===== src/rtl/dbus_pkg.sv =====
// dbus_pkg: shared state encoding, constants and elaboration helpers for
// the data-bus router and its lane steering logic.
package dbus_pkg;

    // Router FSM states, also exported on the debug state output.
    typedef enum logic [1:0] {
        ST_IDLE    = 2'd0,
        ST_MEM_RD  = 2'd1,
        ST_IO_WAIT = 2'd2,
        ST_DONE    = 2'd3
    } dbus_state_t;

    // Load data returned when an IO channel never answers.
    localparam logic [15:0] IO_ERR_DATA = 16'h0000;

    // The top address bit selects the IO region.
    function automatic int io_region_bit(input int aw);
        return aw - 1;
    endfunction

    // Channel index width; a single channel still gets a one-bit index so
    // no zero-width vectors appear.
    function automatic int ch_idx_w(input int n);
        int w;
        w = 0;
        for (int i = 0; i < 4; i++) begin
            if ((1 << w) < n) w = w + 1;
        end
        return (w < 1) ? 1 : w;
    endfunction

endpackage


===== src/rtl/dbus_lane_steer.sv =====
// dbus_lane_steer: combinational byte-lane steering between the CPU data
// port and a 16-bit BRAM port split into high and low bytes.
// Address lane 1 maps to the low byte, lane 0 to the high byte.
module dbus_lane_steer
(
    input  logic        i_sw,
    input  logic        i_sb,
    input  logic        i_lw,
    input  logic        i_io,
    input  logic        i_lane,
    input  logic [15:0] i_wdata,
    input  logic [7:0]  i_dout_h,
    input  logic [7:0]  i_dout_l,
    output logic        o_we_h,
    output logic        o_we_l,
    output logic [7:0]  o_din_h,
    output logic [7:0]  o_din_l,
    output logic [15:0] o_load_data
);

    // Byte write enables and data: a byte store replicates the low data
    // byte onto both lanes and enables only the addressed one.
    always_comb begin
        o_we_h      = ~i_io & (i_sw | (i_sb & ~i_lane));
        o_we_l      = ~i_io & (i_sw | (i_sb & i_lane));
        o_din_h     = i_sw ? i_wdata[15:8] : i_wdata[7:0];
        o_din_l     = i_wdata[7:0];
        o_load_data = i_lw ? {i_dout_h, i_dout_l}
                           : {8'h00, (i_lane ? i_dout_l : i_dout_h)};
    end

endmodule


===== src/rtl/dbus_router.sv =====
// dbus_router: routes CPU data accesses to a byte-enabled BRAM port with a
// configurable read latency, or to one of NUM_IO decoded IO channels with
// a per-channel ready and a timeout that reports a bus error.
//
// Optional build macro DBUS_ERR_CAPTURE_EN adds o_err_addr / o_err_valid,
// a sticky record of the address of the most recent IO timeout.
//
// Handshake: the CPU raises one access strobe (sw/sb/lw/lb) with a stable
// address and holds it until it pulses i_insn_ce. o_rdy high means the
// access is complete and, for loads, that o_rdata is valid; o_rdy and
// o_rdata then stay put until i_insn_ce, which returns the router to idle
// on the next cycle whatever state it is in. IO channels are addressed by
// o_io_sel with o_io_we/o_io_re held until the selected i_io_rdy bit is
// seen high for one cycle; that cycle completes the channel transfer.
module dbus_router
    import dbus_pkg::*;
#(
    parameter int AW         = 16,
    parameter int MEM_AW     = 9,
    parameter int MEM_RD_LAT = 1,
    parameter int NUM_IO     = 4,
    parameter int IO_SEL_LSB = 12,
    parameter int IO_TMO     = 255
) (
    input  logic                 i_clk,
    input  logic                 i_rst,
    input  logic                 i_insn_ce,
    input  logic [AW-1:0]        i_addr,
    input  logic                 i_sw,
    input  logic                 i_sb,
    input  logic                 i_lw,
    input  logic                 i_lb,
    input  logic [15:0]          i_wdata,
    output logic [15:0]          o_rdata,
    output logic                 o_rdy,
    output logic                 o_bus_err,
    output logic                 o_mem_en,
    output logic [MEM_AW-1:0]    o_mem_addr,
    output logic                 o_mem_we_h,
    output logic                 o_mem_we_l,
    output logic [7:0]           o_mem_din_h,
    output logic [7:0]           o_mem_din_l,
    input  logic [7:0]           i_mem_dout_h,
    input  logic [7:0]           i_mem_dout_l,
    output logic [NUM_IO-1:0]    o_io_sel,
    output logic                 o_io_we,
    output logic                 o_io_re,
    output logic [AW-1:0]        o_io_addr,
    output logic [15:0]          o_io_wdata,
    input  logic [NUM_IO*16-1:0] i_io_rdata,
    input  logic [NUM_IO-1:0]    i_io_rdy,
    output dbus_state_t          o_dbg_state
`ifdef DBUS_ERR_CAPTURE_EN
    ,
    output logic [AW-1:0]        o_err_addr,
    output logic                 o_err_valid
`endif
);

    localparam int         IO_BIT   = io_region_bit(AW);
    localparam int         CH_W     = ch_idx_w(NUM_IO);
    localparam logic [2:0] LAT_LAST = 3'(MEM_RD_LAT - 1);
    localparam logic [9:0] TMO_LAST = 10'(IO_TMO);

    // Access decode
    logic            is_store;
    logic            is_load;
    logic            acc;
    logic            is_io;
    logic            lane;
    logic [CH_W-1:0] ch;
    logic            ch_rdy;
    logic [15:0]     ch_rdata;
    logic [15:0]     steer_data;

    // FSM and datapath registers with their next values
    dbus_state_t state;
    dbus_state_t state_nxt;
    logic [2:0]  lat_cnt;
    logic [2:0]  lat_nxt;
    logic [9:0]  tmo_cnt;
    logic [9:0]  tmo_nxt;
    logic [15:0] cap_data;
    logic [15:0] cap_nxt;
    logic        bus_err;
    logic        bus_err_nxt;
    logic        io_active;

`ifdef DBUS_ERR_CAPTURE_EN
    logic [AW-1:0] err_addr;
    logic          err_valid;
`endif

    assign is_store = i_sw | i_sb;
    assign is_load  = i_lw | i_lb;
    assign acc      = is_store | is_load;
    assign is_io    = i_addr[IO_BIT];
    assign lane     = i_addr[1];

    // Channel index, ready and read data for the addressed channel.
    generate
        if (NUM_IO > 1) begin : g_multi_ch
            assign ch       = i_addr[IO_SEL_LSB +: CH_W];
            assign ch_rdy   = i_io_rdy[ch];
            assign ch_rdata = i_io_rdata[16*int'(ch) +: 16];
        end else begin : g_single_ch
            assign ch       = '0;
            assign ch_rdy   = i_io_rdy[0];
            assign ch_rdata = i_io_rdata[15:0];
        end
    endgenerate

    dbus_lane_steer u_lane_steer (
        .i_sw        (i_sw),
        .i_sb        (i_sb),
        .i_lw        (i_lw),
        .i_io        (is_io),
        .i_lane      (lane),
        .i_wdata     (i_wdata),
        .i_dout_h    (i_mem_dout_h),
        .i_dout_l    (i_mem_dout_l),
        .o_we_h      (o_mem_we_h),
        .o_we_l      (o_mem_we_l),
        .o_din_h     (o_mem_din_h),
        .o_din_l     (o_mem_din_l),
        .o_load_data (steer_data)
    );

    assign o_mem_en   = acc & ~is_io;
    assign o_mem_addr = i_addr[MEM_AW:1];
    assign o_io_addr  = i_addr;
    assign o_io_wdata = i_wdata;

    // State, counter and captured-data registers.
    always_ff @(posedge i_clk) begin
        if (i_rst) begin
            state    <= ST_IDLE;
            lat_cnt  <= '0;
            tmo_cnt  <= '0;
            cap_data <= '0;
            bus_err  <= 1'b0;
`ifdef DBUS_ERR_CAPTURE_EN
            err_addr  <= '0;
            err_valid <= 1'b0;
`endif
        end else begin
            state    <= state_nxt;
            lat_cnt  <= lat_nxt;
            tmo_cnt  <= tmo_nxt;
            cap_data <= cap_nxt;
            bus_err  <= bus_err_nxt;
`ifdef DBUS_ERR_CAPTURE_EN
            if (bus_err_nxt) begin
                err_valid <= 1'b1;
                err_addr  <= i_addr;
            end
`endif
        end
    end

    // Next-state, counters, capture and completion logic.
    always_comb begin
        state_nxt   = state;
        lat_nxt     = lat_cnt;
        tmo_nxt     = tmo_cnt;
        cap_nxt     = cap_data;
        bus_err_nxt = 1'b0;
        io_active   = 1'b0;
        o_rdy       = 1'b0;

        case (state)
            ST_IDLE: begin
                // Memory stores finish in the issue cycle.
                o_rdy = ~acc | (~is_io & is_store);
                if (acc & is_io) begin
                    state_nxt = ST_IO_WAIT;
                    tmo_nxt   = '0;
                end else if (acc & is_load) begin
                    state_nxt = ST_MEM_RD;
                    lat_nxt   = '0;
                end
            end
            ST_MEM_RD: begin
                if (lat_cnt == LAT_LAST) begin
                    cap_nxt   = steer_data;
                    state_nxt = ST_DONE;
                end else begin
                    lat_nxt = lat_cnt + 3'd1;
                end
            end
            ST_IO_WAIT: begin
                io_active = 1'b1;
                // Ready takes priority over a timeout in the same cycle.
                if (ch_rdy) begin
                    if (is_load) cap_nxt = ch_rdata;
                    state_nxt = ST_DONE;
                end else if (tmo_cnt == TMO_LAST) begin
                    cap_nxt     = IO_ERR_DATA;
                    bus_err_nxt = 1'b1;
                    state_nxt   = ST_DONE;
                end else begin
                    tmo_nxt = tmo_cnt + 10'd1;
                end
            end
            ST_DONE: begin
                o_rdy = 1'b1;
            end
            default: begin
                state_nxt = ST_IDLE;
            end
        endcase

        // Instruction advance abandons whatever is in flight, silently.
        if (i_insn_ce) begin
            state_nxt   = ST_IDLE;
            bus_err_nxt = 1'b0;
        end
    end

    // IO strobes are driven only while waiting on a channel.
    always_comb begin
        o_io_sel = io_active ? (NUM_IO'(1) << ch) : '0;
        o_io_we  = io_active & is_store;
        o_io_re  = io_active & is_load;
    end

    assign o_rdata     = cap_data;
    assign o_bus_err   = bus_err;
    assign o_dbg_state = state;

`ifdef DBUS_ERR_CAPTURE_EN
    assign o_err_addr  = err_addr;
    assign o_err_valid = err_valid;
`endif

endmodule


===== config.mk =====
export PLATFORM = sky130hd
export DESIGN_NAME = dbus_router
export DESIGN_NICKNAME = d
export VERILOG_FILES = /design/src/rtl/dbus_pkg.sv /design/src/rtl/dbus_lane_steer.sv /design/src/rtl/dbus_router.sv
export SDC_FILE = /design/constraint.sdc
export NUM_CORES = 1
export LEC_CHECK = 0
export CAP_MARGIN = 20
export CORE_MARGIN = 2
export CORE_UTILIZATION = 36
export CTS_CLUSTER_SIZE = 28
export DETAILED_ROUTE_END_ITERATION = 8
export GPL_ROUTABILITY_DRIVEN = 0
export PLACE_DENSITY_LB_ADDON = 0.3
export REMOVE_ABC_BUFFERS = 1
export SLEW_MARGIN = 20
export SYNTH_ARGS = -nofsm -noshare
export SYNTH_HDL_FRONTEND = slang
export SYNTH_SLANG_ARGS = --single-unit

===== constraint.sdc =====
create_clock -name i_clk -period 2.8 [get_ports i_clk]
set_clock_uncertainty 0.15 [all_clocks]
set_input_delay 0.56 -clock i_clk [delete_from_list [all_inputs] [get_ports i_clk]]
set_output_delay 0.56 -clock i_clk [all_outputs]
set_load 0.02 [all_outputs]

==> impl_metrics.csv <==
group,metric,value,unit
status,run_status,"finished, final reports clean",
worst_hold_path,worstHoldStart,"tmo_cnt[9]$_SDFFE_PP0P_",
floorplan,placeableCoreArea,0.00781,mm^2
routing,final_antenna_net_count,0,
placed_design,dpl_wire_length,8850,um
sta,unrepaired_setup_endpoints_after_global_routing,"false",
floorplan,floorplan.die_area,0.00892,mm^2
synth,synthesis.area,0.00295,mm^2
sta,hold_violations,0,
synth,synth_seq_cells,32,
power,vdd.ir_drop.worst,0.214,mV
finish,finish.utilization,0.608,
global_route,grt.total_usage,0.230,
synth,synth-edff-count,0,
global_route,grt_remaining_overflow,0,
power,p_total,1670,uW
synth,ys_top_cells_by_area,"sky130_fd_sc_hd__dfxtp_1, sky130_fd_sc_hd__buf_4, sky130_fd_sc_hd__mux4_2, sky130_fd_sc_hd__mux2i_1, sky130_fd_sc_hd__a21oi_1",
floorplan,row_count,32,
synth,synthesis.yosys.warnings,0,
finish,fin_nets,609,
sta,fin_crit_sh,0.969,
floorplan,die_width,94.5,um
synth,yosys-top-cells-count,"sky130_fd_sc_hd__buf_4, sky130_fd_sc_hd__dfxtp_1, sky130_fd_sc_hd__nor2_1, sky130_fd_sc_hd__a21oi_1",
floorplan,floorplan.initialDensity,0.377,
clock_tree,cts_setup_buffers,0,
clock_tree,cts_root_buffer,"sky130_fd_sc_hd__clkbuf_8",
worst_setup_path,crit_path_max_fanout,12,
worst_setup_path,arrival_time_worst_endpoint,2.00,ns
synth,syn_inst,332,
global_route,grt_max_degree,26,
synth,postSynth.asyncResetShare,0,
clock_tree,cts_made_buffers,5,
worst_setup_path,startpoint_of_the_most_critical_register_to_register_path,"o_dbg_state[0]$_SDFFE_PP0P_",
clock_tree,cts_max_path_buffers,2,
worst_setup_path,worstSetupStartpoint,"i_sw",
sta,period_needed,2.71,ns
worst_setup_path,crit_type,"in2out",
sta,least_setup_slack_across_all_paths_after_layout,0.0873,ns
worst_setup_path,worst_setup_path_start_kind,"input pin",
sta,fmax,369,MHz
synth,most_common_cell_in_the_netlist,"sky130_fd_sc_hd__buf_4",
sta,hold-worst-slack,0.330,ns
routing,vias_per_cell,5.27,
sta,setup_viol,0,
synth,yosys_most_used_dff,"sky130_fd_sc_hd__dfxtp_1",
routing,drt_iter0_drc,102,
global_route,grt_antenna_before_repair,0,
power,power_dens_cells,353,mW/mm^2
global_route,grt_pass1_wl,15700,um
clock_tree,cts_hold_repair.buffers,0,
finish,drive_above_1_share,0.173,
clock_tree,worst_skew_pair.late_latency,0.28,ns
synth,postSynthAreaPerCell,8.87,um^2
clock_tree,clock_tree.htree_level_count,2,
power,power_leakage,0.00182,uW
clock_tree,cts_sinks,32,
floorplan,number_of_i_o_pins,209,
finish,area_delta_synth_final,61.1,%
finish,antennaDiodeCount,0,
synth,synth.lib_cells_used.distinct,53,
routing,route.vias.total,3067,
sta,max_slew_margin,0.641,
global_route,first_global_vias,3024,
routing,drt_pass1_iterations,4,
routing,detail_route.wl_per_cell,17.7,um
placed_design,port_buffer_cells,176,
sta,maxSlewViolCount,0,
routing,wirelength,10300,um
clock_tree,cts_tree,"yes",
flow_run,max-cap-violations,0,
worst_setup_path,worst-endpoint-required,2.09,ns
synth,post-synth-top-area-fraction,0.218,
floorplan,fp.dieH,94.5,um
synth,yosysSeqAreaShare,0.218,
synth,yosysTopAreaCell,"sky130_fd_sc_hd__dfxtp_1",
routing,drc_errors,0,
worst_hold_path,hold_path.class,"reg2reg",
clock_tree,clk_pin_slew_worst_paths,0.07,ns
sta,timing_worst_slew_pin_value,0.537,ns
worst_setup_path,critical_path.endpoint_type,"primary output",
placed_design,preCtsSetupSlack,-0.275,ns
[power by group]
part           leakage [uW]  internal [uW]  switching [uW]
combinational       0.00151            399             330
sequential         0.000260            486            27.4
clock             0.0000552            264             166
[cells in the final DEF (no fill, tap or decap), types with 3 or more instances in the layout]
| cell type | count |
|---|---|
| sky130_fd_sc_hd__nand2b_1 | 3 |
| sky130_fd_sc_hd__clkbuf_8 | 5 |
| sky130_fd_sc_hd__and3_1 | 3 |
| sky130_fd_sc_hd__dfxtp_1 | 32 |
| sky130_fd_sc_hd__dlymetal6s2s_1 | 6 |
| sky130_fd_sc_hd__nor4b_1 | 3 |
| sky130_fd_sc_hd__a22oi_1 | 8 |
| sky130_fd_sc_hd__a21oi_1 | 21 |
| sky130_fd_sc_hd__nor3_1 | 3 |
| sky130_fd_sc_hd__inv_1 | 8 |
| sky130_fd_sc_hd__or2_2 | 3 |
| sky130_fd_sc_hd__ha_1 | 6 |
| sky130_fd_sc_hd__mux4_2 | 17 |
| sky130_fd_sc_hd__nor2b_1 | 5 |
| sky130_fd_sc_hd__buf_4 | 31 |
| sky130_fd_sc_hd__a211oi_1 | 10 |
| sky130_fd_sc_hd__o21ai_0 | 20 |
| sky130_fd_sc_hd__nor2_1 | 25 |
| sky130_fd_sc_hd__nand3_1 | 20 |
| sky130_fd_sc_hd__clkdlybuf4s50_1 | 159 |
| sky130_fd_sc_hd__mux2_2 | 9 |
| sky130_fd_sc_hd__nand2_1 | 11 |
| sky130_fd_sc_hd__dlygate4sd2_1 | 10 |
| sky130_fd_sc_hd__and2_1 | 4 |
| sky130_fd_sc_hd__mux2i_1 | 14 |
[flip-flops by register name, indices dropped and copies added, names as in the netlist]
register     flops
o_bus_err        1
o_rdata         16
tmo_cnt         10
lat_cnt          3
o_dbg_state      2
[worst paths after layout]
path / endpoint / slack [ns] / cells after the start
worst max-delay path: o_mem_din_h[6] / 0.09 / 4
worst min-delay path: tmo_cnt[9]$_SDFFE_PP0P_ / 0.33 / 2
worst max register to register: o_rdata[8]$_SDFFE_PP0P_ / 0.41 / 9
worst min register to register: tmo_cnt[9]$_SDFFE_PP0P_ / 0.33 / 2
[worst max-delay path: stages]
cell	delay [ns]
sky130_fd_sc_hd__clkdlybuf4s50_1	0.52
sky130_fd_sc_hd__buf_4	0.22
sky130_fd_sc_hd__mux2_2	0.37
sky130_fd_sc_hd__dlygate4sd2_1	0.33
[layout make-up]
class	instances	area [um^2]
clock buffer	6	72.6
clock inverter	2	35.0
fill	671	3060
inverter	8	30.0
multi-input combinational	223	1810
sequential	32	641
tap	102	128
timing repair buffer	209	2030
[routing by layer]
| metal | GRT usage | vias to the layer above | routed length, um | share of wire |
|---|---|---|---|---|
| met1 | 0.282 | 1391 | 4130 | 0.40 |
| met3 | 0.109 | 14 | 1340 | 0.13 |
| met2 | 0.367 | 189 | 4670 | 0.45 |
| met5 | 0.0655 | - | 71 | 0.0069 |
| met4 | 0.0411 | 2 | 93 | 0.0090 |
| li1 | - | 1471 | - | - |
[kinds of logic (layout without fill, tap and decap cells)]
family                     Yosys count  count (layout)  synth area share
xor gates and xnor gates             3               3           0.00892
adders and majority gates            7               7            0.0297
buffers and inverters               77             225             0.172
DFF                                 32              32             0.218
muxes                               41              41             0.217
and+or+nand+nor                     93              93             0.172
AOI/OAI and AO/OA                   79              79             0.184
[stage by stage]
stage	std cells	setup TNS [ns]	instance area, um^2
2_1_floorplan	263	0	2470
4_1_cts	582	0	4730
5_1_grt	582	0	4750
3_3_place_gp	574	-0.558	4630
3_5_place_dp	574	-0.755	4630
6_report	582	0	4750
[repair_timing]
item                                    in CTS  in global routing
pin swaps                                    0                  1
cloned                                       0                  0
endpoints found under the setup margin      13                  8
gates resized for setup                     12                  9
Note: power is estimated with default switching activity, not from simulation.
